$ cat src/rtl/mem_arb_pkg.sv
// Shared types and default widths for the IF/DM single-port memory arbiter.
package mem_arb_pkg;

    localparam int ADDR_W_DEF = 32;
    localparam int DATA_W_DEF = 32;

    typedef enum logic {
        IDLE    = 1'b0,
        RD_WAIT = 1'b1
    } state_e;

    typedef enum logic {
        OWN_IF = 1'b0,
        OWN_DM = 1'b1
    } owner_e;

endpackage

$ cat src/rtl/mem_port_arbiter.sv
// Shares one synchronous memory port between instruction fetch and data memory.
// One transaction at a time; DM has priority, with a starvation guard for IF.
module mem_port_arbiter
    import mem_arb_pkg::*;
#(
    parameter int ADDR_W     = ADDR_W_DEF,
    parameter int DATA_W     = DATA_W_DEF,
    parameter int LAT        = 2,
    parameter int STARVE_MAX = 4
) (
    input  logic              clk,
    input  logic              rst,
    input  logic              if_req,
    input  logic [ADDR_W-1:0] if_addr,
    output logic              if_gnt,
    output logic              if_valid,
    output logic [DATA_W-1:0] if_rdata,
    input  logic              dm_req,
    input  logic              dm_we,
    input  logic [ADDR_W-1:0] dm_addr,
    input  logic [DATA_W-1:0] dm_wdata,
    output logic              dm_gnt,
    output logic              dm_valid,
    output logic [DATA_W-1:0] dm_rdata,
    output logic              mem_en,
    output logic              mem_we,
    output logic [ADDR_W-1:0] mem_addr,
    output logic [DATA_W-1:0] mem_wdata,
    input  logic [DATA_W-1:0] mem_rdata,
    output logic              busy
);

    generate
        if (LAT < 1 || LAT > 7) begin : g_lat_chk
            $fatal(1, "mem_port_arbiter: LAT must be in 1..7");
        end
        if (STARVE_MAX < 1 || STARVE_MAX > 15) begin : g_starve_chk
            $fatal(1, "mem_port_arbiter: STARVE_MAX must be in 1..15");
        end
    endgenerate

    localparam logic [2:0] LAT_INIT   = 3'(LAT - 1);
    localparam logic [3:0] STARVE_LIM = 4'(STARVE_MAX);

    state_e            state_q, state_d;
    owner_e            owner_q, owner_d;
    logic [2:0]        lat_q, lat_d;
    logic [3:0]        starve_q, starve_d;
    logic              if_valid_q, if_valid_d;
    logic              dm_valid_q, dm_valid_d;
    logic [DATA_W-1:0] if_rdata_q, if_rdata_d;
    logic [DATA_W-1:0] dm_rdata_q, dm_rdata_d;
    logic              force_if;

    assign force_if = (starve_q == STARVE_LIM) && if_req;

    always_comb begin
        state_d    = state_q;
        owner_d    = owner_q;
        lat_d      = lat_q;
        starve_d   = starve_q;
        if_valid_d = 1'b0;
        dm_valid_d = 1'b0;
        if_rdata_d = if_rdata_q;
        dm_rdata_d = dm_rdata_q;
        if_gnt     = 1'b0;
        dm_gnt     = 1'b0;
        mem_en     = 1'b0;
        mem_we     = 1'b0;
        mem_addr   = '0;
        mem_wdata  = '0;

        unique case (state_q)
            IDLE: begin
                // Grants are combinational, so gate them while reset is held.
                if (rst) begin
                    if (dm_req && !force_if) begin
                        dm_gnt    = 1'b1;
                        mem_en    = 1'b1;
                        mem_we    = dm_we;
                        mem_addr  = dm_addr;
                        mem_wdata = dm_wdata;
                        if (dm_we) begin
                            dm_valid_d = 1'b1;
                        end else begin
                            state_d = RD_WAIT;
                            lat_d   = LAT_INIT;
                            owner_d = OWN_DM;
                        end
                        if (!if_req)
                            starve_d = '0;
                        else if (starve_q != STARVE_LIM)
                            starve_d = starve_q + 4'd1;
                    end else if (if_req) begin
                        if_gnt   = 1'b1;
                        mem_en   = 1'b1;
                        mem_addr = if_addr;
                        state_d  = RD_WAIT;
                        lat_d    = LAT_INIT;
                        owner_d  = OWN_IF;
                        starve_d = '0;
                    end else begin
                        starve_d = '0;
                    end
                end
            end
            RD_WAIT: begin
                if (lat_q == 3'd0) begin
                    state_d = IDLE;
                    if (owner_q == OWN_IF) begin
                        if_rdata_d = mem_rdata;
                        if_valid_d = 1'b1;
                    end else begin
                        dm_rdata_d = mem_rdata;
                        dm_valid_d = 1'b1;
                    end
                end else begin
                    lat_d = lat_q - 3'd1;
                end
            end
            default: state_d = IDLE;
        endcase
    end

    always_ff @(posedge clk or negedge rst) begin
        if (!rst) begin
            state_q    <= IDLE;
            owner_q    <= OWN_IF;
            lat_q      <= '0;
            starve_q   <= '0;
            if_valid_q <= 1'b0;
            dm_valid_q <= 1'b0;
            if_rdata_q <= '0;
            dm_rdata_q <= '0;
        end else begin
            state_q    <= state_d;
            owner_q    <= owner_d;
            lat_q      <= lat_d;
            starve_q   <= starve_d;
            if_valid_q <= if_valid_d;
            dm_valid_q <= dm_valid_d;
            if_rdata_q <= if_rdata_d;
            dm_rdata_q <= dm_rdata_d;
        end
    end

    assign if_valid = if_valid_q;
    assign dm_valid = dm_valid_q;
    assign if_rdata = if_rdata_q;
    assign dm_rdata = dm_rdata_q;
    assign busy     = (state_q == RD_WAIT);

endmodule

$ cat config.mk
export PLATFORM = sky130hd
export DESIGN_NAME = mem_port_arbiter
export DESIGN_NICKNAME = d
export VERILOG_FILES = /design/src/rtl/mem_arb_pkg.sv /design/src/rtl/mem_port_arbiter.sv
export SDC_FILE = /design/constraint.sdc
export NUM_CORES = 1
export LEC_CHECK = 0
export CORE_ASPECT_RATIO = 1.2
export CORE_MARGIN = 5
export CORE_UTILIZATION = 35
export CTS_CLUSTER_DIAMETER = 30
export CTS_CLUSTER_SIZE = 10
export DETAILED_ROUTE_END_ITERATION = 7
export GPL_ROUTABILITY_DRIVEN = 1
export PLACE_DENSITY = 0.81
export SLEW_MARGIN = 20
export SYNTH_ARGS = -nofsm -noshare
export SYNTH_HDL_FRONTEND = slang
export SYNTH_SLANG_ARGS = --single-unit
$ cat constraint.sdc
create_clock -name clk -period 2.3 [get_ports clk]
set_clock_uncertainty 0.1 [all_clocks]
set_input_delay 0.46 -clock clk [delete_from_list [all_inputs] [get_ports clk]]
set_output_delay 0.46 -clock clk [all_outputs]
set_load 0.02 [all_outputs]
==> run metrics <==
Chip Height 123 um; Cell variety after synth 25; Yosys reg bits 75; met1 usage 25.4%; top-area cell type share of the netlist area 50.3%; WS Path Type register to output pin; CTS H-tree depth 3; Critical Path End mem_addr[19]; Crit. End Element output pin; Final Hold Vio Count 0; post-route cell area 7250 um2; Net Sw Power 0.00302 W; Filler Cell Count 784; Area growth, synth to finish 94.1%; Core Footprint 10500 um2; Hold WC Path Type input pin to asynchronous set/reset pin; met3 Usage GRT 5.27%; WL/cell 18.3 um; Place WS -0.622 ns; endpoints failing setup 66; reg2reg end if_rdata[29]; Clk Latency, worst-skew pair 0.33 ns; Post-DP Area 6620 um2; Max-Cap Viols 0; Worst R2R Start lat_q[0]; GR Util met2 37.2%; min Tclk post-route 2.45 ns; CTS clock-pin slew for the worst setup and hold paths 0.06 ns; die width 104 um; Pint 0.00501 W; Syn. warnings 0; Clock power frac 19.1%; layer with the highest usage met2; most frequent cells in the layout 196 x clkdlybuf4s50_1, 100 x nand2_1, 75 x dfrtp_1, 56 x nand3_1, 43 x buf_4; commonest non-fill, non-tap cell in the layout clkdlybuf4s50_1; CTS root buf clkbuf_16; vias in the first global route 4268; Async SR Flop Fraction 100%; port bufs 267; row count 41; Post-synth EDFFs 0; Final Slew Violations 0; Req. time, crit path 1.74 ns; worst setup path startpoint starve_q[1]; Overflow after GRT 0; share of layout cells above drive strength 1 29.3%; Reg2Reg Setup Slack 0.20 ns; fin crit share 107%; total negative setup slack -7.38 ns; I/O pin total 268; global-route wire length before repair 22.0 mm; CTS tree done; clock buffer depth 2; HPWL after DPL 11.0 mm; sequential share of power 28.7%; PD cells 1110 nW/um2; DRT Wirelength 15.1 mm; dpl cells 798; Syn Area/Cell 9.09 um2; Net Sw Frac 37.6%; largest net degree at the start of global routing 76; area of the mapped netlist 3730 um2; RSZ-0062 raised after global routing yes; GR Util All Layers 21.1%; combinational share of power 52.1%; first-pass iteration count of the detailed router 4; post-route ant nets 0; data arrival time of the critical path 1.89 ns; clock sinks 75; DRT iter0 DRCs 137; Peak VDD IR 0.517 mV; Slew @ Worst Pin 0.930 ns; worst reg2reg path depth 7; final RePlAce weighted congestion 0.845; fin util 69.3%; status finished, violations left; initial antenna violation count 1; Layout Cells excl Fill 826; Leakage 3.25 nW; Synth Flop Type dfrtp_1; CP Max Fanout 6; via count 4168; residual DRC count 0; Mapped Nets 548; fmax 407 MHz; Final WS setup -0.155 ns; relative slew slack 38.0%; CTS buffer count 9; Initial Util 35.7%; NumNets Final 828; Via-to-Cell Ratio 5.05; leading post-synthesis cells by cell area dfrtp_1 50%, nand2_1 10%, mux2_2 9.6%; Syn Inst Count 411; register area share after synthesis 50.3%; violated checks setup timing; overall die area 12800 um2; area leader, netlist dfrtp_1; Critical Path Source Type register
cell families after synthesis:
family,share of synthesized area (%)
AO/OA/AOI/OAI,6.10
adder cells (fa/ha/maj),1.34
buffers and inverters,4.66
flip-flops,50.3
multiplexers,9.65
AND/OR/NAND/NOR,28.0
final cells by class:
cell class | instances | area (um2) | area share (%)
clock buffer | 10 | 229 | 3.16
timing repair buffer | 300 | 2950 | 40.6
tap | 129 | 161 | 2.23
multi-input combinational | 298 | 1910 | 26.3
inverter | 7 | 30.0 | 0.414
sequential | 75 | 1880 | 25.9
clock inverter | 6 | 96.3 | 1.33
antenna | 1 | 2.50 | 0.0345
power by group through the flow:
stage	clock network (W)	logic [W]	registers [W]
2_1_floorplan	0	0.00125	0.00302
3_3_place_gp	0	0.00398	0.00228
3_5_place_dp	0	0.00409	0.00232
4_1_cts	0.00156	0.00413	0.00230
5_1_grt	0.00162	0.00448	0.00238
6_report	0.00154	0.00419	0.00231
metal layers:
layer / share of wire [%] / vias up
li1: - / 1933
met1: 37 / 2011
met2: 53 / 194
met3: 7.6 / 28
met4: 2.0 / 2
met5: 0.11 / -
worst min path at each step:
stage | slack, ns | to | cells after the start | from
4_1_cts | 0.38 | lat_q[1] | 1 | lat_q[1]
3_5_place_dp | 0.36 | if_rdata[1] | 2 | if_rdata[1]
2_1_floorplan | 0.06 | busy | 0 | rst
3_3_place_gp | 0.36 | if_rdata[14] | 2 | if_rdata[14]
5_1_grt | 0.40 | if_rdata[26] | 2 | if_rdata[26]
6_report | 0.36 | starve_q[2] | 3 | rst
worst max-delay path, stage by stage, from the launching register on:
cell	delay (ns)
dfrtp_1	0.39
inv_2	0.08
ha_4	0.14
nand4b_4	0.14
nand2_4	0.13
buf_6	0.13
clkbuf_16	0.14
nand3_2	0.10
a21oi_2	0.18
buf_6	0.13
cells in the mapped netlist (2+ instances only):
| cell type | number |
|---|---|
| a21o_1 | 2 |
| nand2_1 | 101 |
| ha_1 | 4 |
| nand2b_1 | 3 |
| buf_1 | 2 |
| buf_4 | 5 |
| mux2_2 | 32 |
| o21ai_0 | 5 |
| buf_2 | 10 |
| a21oi_1 | 34 |
| nor3b_1 | 2 |
| clkbuf_1 | 14 |
| nor2_1 | 3 |
| and3_1 | 3 |
| and2_1 | 33 |
| dfrtp_1 | 75 |
| inv_1 | 7 |
| nand3_1 | 69 |
flip-flops by register name, summed over array words and instances (netlist names):
name / cells
lat_q: 3
starve_q: 4
owner_q: 1
dm_valid: 1
if_rdata: 32
busy: 1
dm_rdata: 32
if_valid: 1
through the flow:
step / hold WS [ns] / power [W]
after global placement: 0.356 / 0.00626
after global routing: 0.401 / 0.00848
after floorplan: 0.0644 / 0.00427
final: 0.358 / 0.00803
after detailed placement: 0.365 / 0.00642
after CTS: 0.379 / 0.00799
what timing repair did:
item,in CTS,in global routing
hold buffers,0,0
cloned,2,1
pin swaps,41,14
buffers inserted,5,3
gates resized for setup,351,68
endpoints found under the setup margin,68,100
No activity file was read; power rests on OpenSTA's default activity.
